==> config.mk <==
export PLATFORM = sky130hd
export DESIGN_NAME = srlatch4_ctrl
export DESIGN_NICKNAME = d
export VERILOG_FILES = /design/src/rtl/srlatch_pkg.sv /design/src/rtl/srlatch_rr_arb2.sv /design/src/rtl/srlatch4_ctrl.sv
export SDC_FILE = /design/constraint.sdc
export NUM_CORES = 1
export LEC_CHECK = 0
export CORE_MARGIN = 1.5
export CORE_UTILIZATION = 43
export CTS_CLUSTER_SIZE = 16
export DETAILED_ROUTE_END_ITERATION = 8
export PLACE_DENSITY = 0.77
export SKIP_LAST_GASP = 1
export SYNTH_ARGS = -nofsm -noshare
export SYNTH_HDL_FRONTEND = slang
export SYNTH_SLANG_ARGS = --single-unit
export TNS_END_PERCENT = 100
==> constraint.sdc <==
create_clock -name clk -period 2.15 [get_ports clk]
set_input_delay 0.215 -clock clk [delete_from_list [all_inputs] [get_ports clk]]
set_output_delay 0.215 -clock clk [all_outputs]
set_load 0.02 [all_outputs]
==> src/rtl/srlatch_pkg.sv <==
// Shared definitions for the 4-bit gated SR latch bank controller.
//   state_e       : sequencer states, also visible on the controller's debug port
//   req_id_t      : identifies one of the two requesters
//   W_DEF         : default latch bank width
//   PULSE_CYC_DEF : default number of cycles En stays high per write
//   CNT_W         : width of the En pulse down-counter (covers PULSE_CYC 1..15)
package srlatch_pkg;

  localparam int W_DEF         = 4;
  localparam int PULSE_CYC_DEF = 2;
  localparam int CNT_W         = 4;

  typedef enum logic [2:0] {
    ST_INIT,
    ST_IDLE,
    ST_SETUP,
    ST_PULSE,
    ST_HOLD,
    ST_CHECK
  } state_e;

  typedef logic req_id_t;

  function automatic logic [1:0] id_to_onehot(input req_id_t id);
    return id ? 2'b10 : 2'b01;
  endfunction

endpackage

==> src/rtl/srlatch_rr_arb2.sv <==
// Two-way round-robin arbiter.
//   clk, rst_n : clock and synchronous active-low reset (pointer returns to requester 0)
//   req_i      : request per requester
//   adv_i      : grant is being taken this cycle; move the pointer past the winner
//   gnt_o      : one-hot grant (all zero when no request is pending)
// The pointer names the preferred requester; it is served when requesting,
// otherwise the other requester wins.
module srlatch_rr_arb2
  import srlatch_pkg::*;
(
  input  logic       clk,
  input  logic       rst_n,
  input  logic [1:0] req_i,
  input  logic       adv_i,
  output logic [1:0] gnt_o
);

  req_id_t ptr_q;
  req_id_t ptr_d;

  always_comb begin
    gnt_o = 2'b00;
    if (req_i[ptr_q]) begin
      gnt_o = id_to_onehot(ptr_q);
    end else if (req_i[~ptr_q]) begin
      gnt_o = id_to_onehot(~ptr_q);
    end
  end

  // After a grant the pointer prefers the requester that lost (or was idle).
  always_comb begin
    ptr_d = ptr_q;
    if (adv_i && (gnt_o != 2'b00)) begin
      ptr_d = ~gnt_o[1];
    end
  end

  always_ff @(posedge clk) begin
    if (!rst_n) begin
      ptr_q <= 1'b0;
    end else begin
      ptr_q <= ptr_d;
    end
  end

endmodule

==> src/rtl/srlatch4_ctrl.sv <==
// Sequencer and 2-requester arbiter driving a gated SR latch bank.
//   clk, rst_n        : clock, synchronous active-low reset
//   req               : level request per requester, held until its ack
//   set0/clr0         : requester 0 set / clear masks (sampled at grant)
//   set1/clr1         : requester 1 set / clear masks (sampled at grant)
//   ack               : one-cycle completion pulse per requester
//   err_overlap       : pulses with ack when the granted set&clr overlapped
//   S, R, En          : latch bank controls
//   Q                 : latch bank output feedback
//   shadow            : expected latch contents
//   busy              : high whenever the sequencer is not idle
//   mismatch          : sticky, Q differed from shadow in a check cycle
//   state_dbg         : current sequencer state
// Handshake: a requester raises req[i] with stable masks and keeps it high;
// the masks are captured on the grant cycle and ack[i] pulses for exactly one
// cycle when the write has been applied and checked. A req still high in the
// ack cycle is treated as a fresh request in the following idle cycle.
// Write sequence: SETUP (S/R driven, En=0) -> PULSE (En=1 for PULSE_CYC
// cycles) -> HOLD (En=0, S/R still held) -> CHECK (S/R released, Q checked).
// After reset the same sequence clears the whole bank without an ack.
module srlatch4_ctrl
  import srlatch_pkg::*;
#(
  parameter int W         = W_DEF,
  parameter int PULSE_CYC = PULSE_CYC_DEF
) (
  input  logic         clk,
  input  logic         rst_n,
  input  logic [1:0]   req,
  input  logic [W-1:0] set0,
  input  logic [W-1:0] clr0,
  input  logic [W-1:0] set1,
  input  logic [W-1:0] clr1,
  output logic [1:0]   ack,
  output logic         err_overlap,
  output logic [W-1:0] S,
  output logic [W-1:0] R,
  output logic         En,
  input  logic [W-1:0] Q,
  output logic [W-1:0] shadow,
  output logic         busy,
  output logic         mismatch,
  output state_e       state_dbg
);

  state_e             state_q;
  state_e             state_d;
  logic [W-1:0]       eff_set_q;
  logic [W-1:0]       eff_clr_q;
  logic               ovl_q;
  req_id_t            gid_q;
  logic               init_q;
  logic [CNT_W-1:0]   cnt_q;
  logic [W-1:0]       shadow_q;
  logic               mismatch_q;

  logic [1:0]         gnt;
  logic               arb_adv;
  logic [W-1:0]       sel_set;
  logic [W-1:0]       sel_clr;
  logic [W-1:0]       new_set;
  logic [W-1:0]       new_clr;

  assign arb_adv = (state_q == ST_IDLE) && (req != 2'b00);

  srlatch_rr_arb2 u_arb (
    .clk   (clk),
    .rst_n (rst_n),
    .req_i (req),
    .adv_i (arb_adv),
    .gnt_o (gnt)
  );

  assign sel_set = gnt[1] ? set1 : set0;
  assign sel_clr = gnt[1] ? clr1 : clr0;
  // Bits asked to be both set and cleared are dropped, so S&R is always 0.
  assign new_set = sel_set & ~sel_clr;
  assign new_clr = sel_clr & ~sel_set;

  // State register
  always_ff @(posedge clk) begin
    if (!rst_n) begin
      state_q <= ST_INIT;
    end else begin
      state_q <= state_d;
    end
  end

  // Next-state logic
  always_comb begin
    state_d = state_q;
    case (state_q)
      ST_INIT:  state_d = ST_SETUP;
      ST_IDLE: begin
        if (arb_adv) begin
          state_d = ((new_set | new_clr) != '0) ? ST_SETUP : ST_CHECK;
        end
      end
      ST_SETUP: state_d = ST_PULSE;
      ST_PULSE: begin
        if (cnt_q == '0) begin
          state_d = ST_HOLD;
        end
      end
      ST_HOLD:  state_d = ST_CHECK;
      ST_CHECK: state_d = ST_IDLE;
      default:  state_d = ST_INIT;
    endcase
  end

  // Datapath registers: captured masks, pulse counter, shadow and mismatch.
  always_ff @(posedge clk) begin
    if (!rst_n) begin
      eff_set_q  <= '0;
      eff_clr_q  <= '0;
      ovl_q      <= 1'b0;
      gid_q      <= 1'b0;
      init_q     <= 1'b0;
      cnt_q      <= '0;
      shadow_q   <= '0;
      mismatch_q <= 1'b0;
    end else begin
      case (state_q)
        ST_INIT: begin
          eff_set_q <= '0;
          eff_clr_q <= '1;
          ovl_q     <= 1'b0;
          init_q    <= 1'b1;
        end
        ST_IDLE: begin
          if (arb_adv) begin
            eff_set_q <= new_set;
            eff_clr_q <= new_clr;
            ovl_q     <= ((sel_set & sel_clr) != '0);
            gid_q     <= gnt[1];
            init_q    <= 1'b0;
          end
        end
        ST_SETUP: cnt_q <= CNT_W'(PULSE_CYC - 1);
        ST_PULSE: begin
          if (cnt_q != '0) begin
            cnt_q <= cnt_q - 1'b1;
          end
        end
        ST_HOLD:  shadow_q <= (shadow_q | eff_set_q) & ~eff_clr_q;
        ST_CHECK: begin
          if (Q != shadow_q) begin
            mismatch_q <= 1'b1;
          end
        end
        default: ;
      endcase
    end
  end

  // Output logic
  always_comb begin
    S           = '0;
    R           = '0;
    En          = 1'b0;
    ack         = 2'b00;
    err_overlap = 1'b0;
    busy        = (state_q != ST_IDLE);
    case (state_q)
      ST_SETUP, ST_HOLD: begin
        S = eff_set_q;
        R = eff_clr_q;
      end
      ST_PULSE: begin
        S  = eff_set_q;
        R  = eff_clr_q;
        En = 1'b1;
      end
      ST_CHECK: begin
        if (!init_q) begin
          ack         = id_to_onehot(gid_q);
          err_overlap = ovl_q;
        end
      end
      default: ;
    endcase
  end

  assign shadow    = shadow_q;
  assign mismatch  = mismatch_q;
  assign state_dbg = state_q;

endmodule
==> metrics, run 1 <==
PD cells 553 nW/um^2; Crit. End Element flip-flop; worst setup margin 0.0770 ns; Port-buffer cells 44; WP data required 2.40 ns; core region area 3390 um^2; DRT antenna net count 0; Die Footprint 3950 um^2; worst vdd ir 0.260 mV; type of the worst setup path flip-flop to flip-flop; DRT Wirelength 4.01 mm; Initial DRT Pass Iterations 4; HPWL Detailed 2.98 mm; Max Clock Skew 0.00344 ns; Cell variety after synth 44; Top FF cell, synth dfxtp_1; antenna violations before repair 0; max-cap check violation count 0; Remaining Overflow, GRT 0; starting density of the core 45.4%; syn avg cell area 9.51 um^2; post-route minimum period 2.07 ns; fraction of registers with async set/reset 0%; layout cell share with drive strength beyond 1 23.1%; hold-fix buffers at CTS 0; n_diodes 0; via count 1,484; Worst-Skew Late Latency 0.32 ns; status finished clean; Post-synth EDFFs 0; row count 21; final hold viol count 0; CTS tree built; relative slew slack 68.4%; Synth Warn # 0; wire per inst 15.0 um; GPL Wtd Cong 0.850; Leak 1.05 nW; Critical Path AT 2.32 ns; 1st-iter DRT viols 60; Die W 62.9 um; Worst Hold Class primary input to flip-flop; Top Ports 45; # nets final 259; number of synthesized register bits 24; CTS sink count 24; syn_nets 199; Tot GR Track Use 20.3%; DRC Markers 0; most frequent cells in the layout 33 x clkdlybuf4s50_1, 24 x dfxtp_1, 16 x a21oi_1, 16 x buf_4; Worst-Margin Slew 0.474 ns; final core area utilization 67.4%; total power draw 0.00126 W; worst reg2reg setup slack 0.08 ns; largest net degree at the start of global routing 15; Slew Limit Fails 0; filler cell count 247; post-synthesis cell count 162; Max Root-Sink Buffers 2; Startpoint Class flip-flop; die height 62.9 um; Synth Cell Area 1540 um^2; area growth from synthesis to layout 48.3%; vias per inst 5.56; sequential share of the synthesized area 31.2%; first-pass GRT wire length 6.49 mm; H-tree depth 1; root buf cell clkbuf_4; Reg clk slew, reported paths 0.14 ns; vias in the first global route 1,430; DP Worst Slack -0.482 ns; Tcrit/Tclk final 96.4%; CTS Buf Count 3; final setup vio count 0; CP max FO 4; Max Freq 0.482 GHz; commonest non-fill, non-tap cell in the layout clkdlybuf4s50_1
==> cell families after synthesis <==
kind of cell,synth area share [%]
XOR/XNOR,2.27
multiplexers,11.0
buffers and inverters,5.93
flip-flops,31.2
AND/OR/NAND/NOR,18.8
AO/OA/AOI/OAI,20.1
adder cells (fa/ha/maj),10.6
==> repair_timing <==
action / CTS / global route
buffers inserted: 6 / 1
setup endpoints to repair: 9 / 9
pin swaps: 3 / 4
resized for setup: 9 / 16
==> per-stage QoR <==
| stage | instances | cell area (um^2) | hold WS [ns] | TNS [ns] |
|---|---|---|---|---|
| global placement | 256 | 2090 | 0.453 | -1.54 |
| global route | 267 | 2280 | 0.415 | -0.0175 |
| floorplan | 162 | 1550 | 0.331 | 0 |
| CTS | 266 | 2210 | 0.484 | -0.00919 |
| finish | 267 | 2280 | 0.376 | 0 |
| detailed placement | 256 | 2090 | 0.456 | -1.88 |
==> power breakdown <==
part	internal, W	total, W	switching, W
clock	0.000189	0.000331	0.000142
sequential	0.000475	0.000500	0.0000245
combinational	0.000223	0.000433	0.000211
total	0.000887	0.00126	0.000377
==> cell type report <==
cell class	instances	area, um^2	area share [%]
multi-input combinational	121	1050	45.9
timing repair buffer	64	614	26.9
sequential	24	480	21.0
tap	46	57.6	2.52
clock inverter	1	30.0	1.32
inverter	8	30.0	1.32
clock buffer	3	22.5	0.986
==> final timing paths <==
kind,start,endpoint,cells after the start
min,req[0],gid_q$_SDFFE_PN0P_,4
max reg2reg,u_arb.ptr_q$_SDFFE_PN0P_,state_dbg[2]$_SDFFE_PN0P_,7
max,u_arb.ptr_q$_SDFFE_PN0P_,state_dbg[2]$_SDFFE_PN0P_,7
min reg2reg,eff_clr_q[2]$_SDFFE_PN0P_,shadow[2]$_SDFFE_PN0P_,1
==> worst max-delay path: stages (launching register included) <==
cell and delay (ns):
dfxtp_1 0.37, o21ai_4 0.25, buf_6 0.15, mux2_4 0.32, ha_4 0.25, nor4_4 0.33
a211oi_2 0.12, nor3_1 0.20
==> flip-flops by register name (all words and copies together) (netlist names) <==
signal	flops
cnt_q	4
eff_clr_q	4
eff_set_q	4
gid_q	1
init_q	1
mismatch	1
ovl_q	1
shadow	4
state_dbg	3
u_arb.ptr_q	1
==> per-layer routing <==
layer	GRT usage [%]	up-vias	wire, um
met1	24.9	708	1690
met2	35.2	57	2040
met5	0	-	0
met3	3.06	6	198
li1	-	713	-
met4	8.61	0	75
==> cells in the mapped netlist, types with 4 or more instances <==
cell type / instances / area, um^2
o221a_2: 4 / 45.0
and2b_1: 5 / 37.5
a21oi_1: 16 / 80.1
mux2i_1: 8 / 80.1
xnor2_1: 4 / 35.0
mux2_2: 8 / 90.1
nand3_1: 4 / 20.0
inv_1: 7 / 26.3
a211oi_1: 5 / 37.5
o21ai_0: 10 / 50.1
ha_1: 13 / 163
nor2_1: 4 / 15.0
dfxtp_1: 24 / 480
(Power assumes the default switching activity.)
==> inputs of run 2 (changes only) <==
Settings changed: CORE_ASPECT_RATIO from default to 1.25.
==> run 2 against run 1 <==
Combinational power grew 3%. Cell area grew 0.99%. Final cell count shrank 3.0%. First-iteration DRC count shrank 38%. Fmax shrank 1.1%. Total power shrank 0.83%. Setup slack lost 0.022 ns. Non-clock buffer count shrank 1. Via count is the same.
==> metrics, run 2 (synthesis gave the netlist of run 1 again) <==
type of the worst setup path flip-flop to flip-flop; Critical Path AT 2.23 ns (-0.09 ns); row count 24 (+14%); largest net degree at the start of global routing 15 (unchanged); Max Root-Sink Buffers 2 (unchanged); antenna violations before repair 0 (unchanged); root buf cell clkbuf_8; # nets final 258 (-0.39%); most frequent cells in the layout 36 x clkdlybuf4s50_1, 23 x dfxtp_1, 16 x a21oi_1, 16 x buf_4; Reg clk slew, reported paths 0.08 ns (-0.06 ns); RSZ-0062 raised after global routing true; CTS sink count 24 (unchanged); DRT antenna net count 0 (unchanged); CTS tree built; Remaining Overflow, GRT 0 (unchanged); area growth from synthesis to layout 49.7%; max-cap check violation count 0 (unchanged); final setup vio count 0 (unchanged); vias in the first global route 1,526 (+6.7%); Leak 1.05 nW (about the same); wire per inst 16.3 um (+8.6%); worst vdd ir 0.296 mV (+14%); post-route minimum period 2.10 ns (+0.0222 ns); via count 1,484 (unchanged); CP top delay family simple AND/OR/NAND/NOR gates; Port-buffer cells 44 (unchanged); die height 69.9 um (+11%); Die W 56.5 um (-10%); Worst Path Buf+Inv 1 (unchanged); DRC Markers 0 (unchanged); Top Ports 45 (unchanged); H-tree depth 1 (unchanged); relative slew slack 69.7% (+1.4 points); starting density of the core 44.6% (-0.84 points); GPL Wtd Cong 0.780 (-8.2%); status finished clean; core region area 3450 um^2 (+1.9%); first-pass GRT wire length 7.01 mm (+8.0%); Worst-Skew Late Latency 0.26 ns (-0.06 ns); Max Clock Skew 0.000925 ns (-0.00251 ns); Final Non-Filler Cells 259 (-3.0%); Slew Limit Fails 0 (unchanged); Die Footprint 3950 um^2 (about the same); crit path max-delay cell type or4_1; HPWL Detailed 3.09 mm (+3.7%); vias per inst 5.73 (+3.1%); total power draw 0.00125 W (-0.83%); Initial DRT Pass Iterations 4 (unchanged); CP peak stage delay 0.49 ns (+0.12 ns); Tcrit/Tclk final 97.5% (+1.0 points); number of placed instances, taps included 251 (-2.0%); crit path cell chain o21ai_4, buf_16, mux2_2, ha_1, or4_1, nand3_2, a21oi_1; layout cell share with drive strength beyond 1 23.2% (+0.10 points); Startpoint Class flip-flop; CTS Buf Count 3 (unchanged); Max Freq 0.477 GHz (-1.1%); 1st-iter DRT viols 37 (-38%); Crit. End Element flip-flop; Worst Hold Class flip-flop to flip-flop; final hold viol count 0 (unchanged); DRT Wirelength 4.23 mm (+5.4%); CP max FO 5 (+1); Tot GR Track Use 22.3% (+2.0 points); PD cells 544 nW/um^2 (-1.8%); commonest non-fill, non-tap cell in the layout clkdlybuf4s50_1; n_diodes 0 (unchanged); WP data required 2.29 ns (-0.11 ns); Worst-Margin Slew 0.452 ns (-0.0218 ns)
-- run 2: changes by cell type in the layout (fill, tap and decap cells not counted), moves of 3 or more --
cell and delta:
buf_6 -4, clkbuf_8 +4, clkbuf_4 -3, clkdlybuf4s50_1 +3
dlygate4sd2_1 -3
-- run 2: path summary, 6_finish.rpt --
path | depth (start not counted) | startpoint | slack [ns] | to
worst max-delay path | 7 | u_arb.ptr_q$_SDFFE_PN0P_ | 0.05 | ovl_q$_SDFFE_PN0P_
worst min-delay path | 1 | mismatch$_SDFFE_PN0P_ | 0.47 | mismatch$_SDFFE_PN0P_
worst max register to register | 7 | u_arb.ptr_q$_SDFFE_PN0P_ | 0.05 | ovl_q$_SDFFE_PN0P_
worst min register to register | 1 | mismatch$_SDFFE_PN0P_ | 0.47 | mismatch$_SDFFE_PN0P_
-- run 2: what timing repair did --
action	4_1_cts	5_1_grt
pin swaps	3	1
resized for setup	11	13
hold buffers	0	0
setup endpoints to repair	5	10
buffers inserted	1	2
gates cloned	1	0
-- run 2: metal layers --
layer / vias up / track usage, % / share of wire [%]
met4: 0 / 9.79 / 2.3
met3: 10 / 3.15 / 4.8
met1: 706 / 24.3 / 36
met5: - / 0 / 0
met2: 55 / 41.5 / 57
li1: 713 / - / -
-- run 2: where the power goes --
group,switching [W],total (W),internal (W)
Clock,0.000141,0.000304,0.000163
Combinational,0.000217,0.000448,0.000231
Sequential,0.0000263,0.000501,0.000475
Total,0.000384,0.00125,0.000870
-- run 2: per-stage QoR --
step / setup TNS, ns / instance area, um^2 / setup slack, ns / hold WS [ns] / utilization [%]
6_report: 0 / 2310 / 0.0547 / 0.472 / 66.8
3_5_place_dp: -1.72 / 2110 / -0.450 / 0.456 / 61.0
3_3_place_gp: -1.24 / 2110 / -0.345 / 0.445 / 61.0
2_1_floorplan: 0 / 1550 / 0.0287 / 0.331 / -
4_1_cts: 0 / 2250 / 0.00431 / 0.475 / 65.2
5_1_grt: -0.0304 / 2310 / -0.0203 / 0.503 / 66.8
-- run 2: area by class of cell --
cell class / instances / area [um^2]
Fill cell: 279 / 1150
Multi-Input combinational cell: 121 / 1050
Timing Repair Buffer: 63 / 636
Sequential cell: 24 / 484
Clock buffer: 4 / 55.1
Tap cell: 39 / 48.8
Inverter: 8 / 30.0
==> inputs of run 3 (changes only) <==
Settings changed: ABC_CLOCK_PERIOD_IN_PS from default to 2150, TNS_END_PERCENT 100 to 50.
==> run 3 against run 2 <==
Clock-buffer cell count unchanged. Clock power is essentially flat. Critical path depth fell by 2. First-iteration DRC count did not move. Utilization decreased by 0.54 points. Global-route usage stayed put. Fmax decreased by 2.3%.
==> metrics, run 3 (synthesis gave the netlist of run 1 again) <==
Max Clock Skew 0.00219 ns (+0.00127 ns); worst vdd ir 0.295 mV (-0.42%); Final Non-Filler Cells 259 (unchanged); # nets final 258 (unchanged); core region area 3450 um^2 (unchanged); DRT antenna net count 0 (unchanged); DRT Wirelength 4.09 mm (-3.2%); post-route minimum period 2.14 ns (+0.0486 ns); Port-buffer cells 44 (unchanged); crit path capture S[2]; register area 484 um^2 (unchanged); CP peak stage delay 0.65 ns (+0.16 ns); Max Root-Sink Buffers 2 (unchanged); H-tree depth 1 (unchanged); critical path depth in cells 5 (-2); HPWL Detailed 3.09 mm (unchanged); final hold viol count 0 (unchanged); worst setup margin 0.00619 ns (-0.0486 ns); CP top delay family buffers and inverters; total power draw 0.00125 W (-0.23%); CP max FO 8 (+3); starting density of the core 44.6% (unchanged); n_diodes 0 (unchanged); WP data required 1.93 ns (-0.36 ns); 1st-iter DRT viols 37 (unchanged); Leak 0.984 nW (-6.7%); Worst-Skew Late Latency 0.27 ns (about the same); area growth from synthesis to layout 48.5%; number of placed instances, taps included 251 (unchanged); DRC Markers 0 (unchanged); GPL Wtd Cong 0.780 (unchanged); Initial DRT Pass Iterations 5 (+1); final setup vio count 0 (unchanged); Slew Limit Fails 0 (unchanged); relative slew slack 70.1% (+0.40 points); Tcrit/Tclk final 99.7% (+2.3 points); vias in the first global route 1,526 (unchanged); PD cells 547 nW/um^2 (+0.59%); first-pass GRT wire length 7.01 mm (unchanged); Critical Path AT 1.93 ns (-0.30 ns); Reg clk slew, reported paths 0.08 ns (about the same); Worst Hold Class flip-flop to flip-flop; commonest non-fill, non-tap cell in the layout clkdlybuf4s50_1; Die W 56.5 um (unchanged); Worst Path Buf+Inv 2 (+1); DP Worst Slack -0.450 ns (unchanged); Max Freq 0.466 GHz (-2.3%); row count 24 (unchanged); reg2reg path depth 8 (+1); max-cap check violation count 0 (unchanged); CTS Buf Count 3 (unchanged); crit path cell chain nor3b_2, a21oi_1, buf_4, nor2b_1, clkdlybuf4s50_1; type of the worst setup path flip-flop to output port; Die Footprint 3950 um^2 (unchanged); worst reg2reg setup slack 0.06 ns (about the same); root buf cell clkbuf_8; CTS sink count 24 (unchanged); layout cell share with drive strength beyond 1 22.7% (-0.45 points); status finished clean; crit path max-delay cell type clkdlybuf4s50_1; Worst R2R Start u_arb.ptr_q$_SDFFE_PN0P_; most frequent cells in the layout 40 x clkdlybuf4s50_1, 23 x dfxtp_1, 16 x a21oi_1, 16 x buf_4; die height 69.9 um (unchanged); filler cell count 281 (+0.72%); Crit. End Element output port; wire per inst 15.8 um (-3.2%); Multi-input gate area 1040 um^2 (-1.2%); CP Launch Point state_dbg[2]$_SDFFE_PN0P_; reg2reg end state_dbg[0]$_SDFFE_PN0P_; Worst-Margin Slew 0.446 ns (-0.00604 ns); Final TNS setup 0 ns (unchanged); Remaining Overflow, GRT 0 (unchanged); final core area utilization 66.2% (-0.54 points); vias per inst 5.78 (+0.88%); Top Ports 45 (unchanged); CTS tree built; via count 1,497 (+0.88%); largest net degree at the start of global routing 15 (unchanged); RSZ-0062 raised after global routing true; Tot GR Track Use 22.3% (unchanged); Startpoint Class flip-flop; antenna violations before repair 0 (unchanged)
## run 3: cell types whose count changed in the layout (fill, tap and decap cells not counted), sizes merged
cell / delta
clkdlybuf4s50: +4
dlygate4sd2: -1
dlymetal6s2s: -3
## run 3: per-layer routing
layer	share of wire (%)	routed length, um	vias to the layer above	track usage, %
li1	-	-	714	-
met2	55	2260	51	41.5
met1	38	1560	721	24.3
met4	2.7	109	0	9.79
met5	0	0	-	0
met3	4.0	165	11	3.15
## run 3: worst min path at each step
stage	cells after the start	slack [ns]	to	startpoint
after global placement	1	0.45	mismatch$_SDFFE_PN0P_	mismatch$_SDFFE_PN0P_
final	1	0.47	mismatch$_SDFFE_PN0P_	mismatch$_SDFFE_PN0P_
after CTS	1	0.48	mismatch$_SDFFE_PN0P_	mismatch$_SDFFE_PN0P_
after detailed placement	1	0.46	mismatch$_SDFFE_PN0P_	mismatch$_SDFFE_PN0P_
after floorplan	1	0.33	u_arb.ptr_q$_SDFFE_PN0P_	req[1]
after global routing	1	0.50	mismatch$_SDFFE_PN0P_	mismatch$_SDFFE_PN0P_
## run 3: area by class of cell
type / count / share of cell area [%]
multi-input combinational: 121 / 45.5
timing repair buffer: 63 / 27.5
sequential: 24 / 21.2
clock buffer: 4 / 2.41
tap: 39 / 2.13
inverter: 8 / 1.31
## run 3: report_power, final
| part | leakage [nW] | switching, W | internal (W) | total, W |
|---|---|---|---|---|
| combinational | 0.758 | 0.000213 | 0.000231 | 0.000444 |
| sequential | 0.197 | 0.0000264 | 0.000475 | 0.000501 |
| clock | 0.0288 | 0.000142 | 0.000164 | 0.000306 |
## run 3: stage by stage
stage | cell area, um^2 | hold slack (ns)
detailed placement | 2110 | 0.456
CTS | 2250 | 0.475
global placement | 2110 | 0.445
floorplan | 1550 | 0.331
global route | 2290 | 0.503
finish | 2290 | 0.472
## run 3: timing repair
item	in CTS	in global routing
pin swaps	3	1
hold buffers	0	0
endpoints found under the setup margin	5	11
setup buffers	1	2
gates resized for setup	10	7
cloned	1	0
## run 3: worst reg2reg max path: stages (launching register included)
cell and delay, ns:
dfxtp_4 0.37, o21ai_4 0.22, buf_12 0.15, buf_8 0.11, mux2_4 0.32, ha_4 0.25, nor4_4 0.27, and3b_1 0.22
o31a_1 0.14
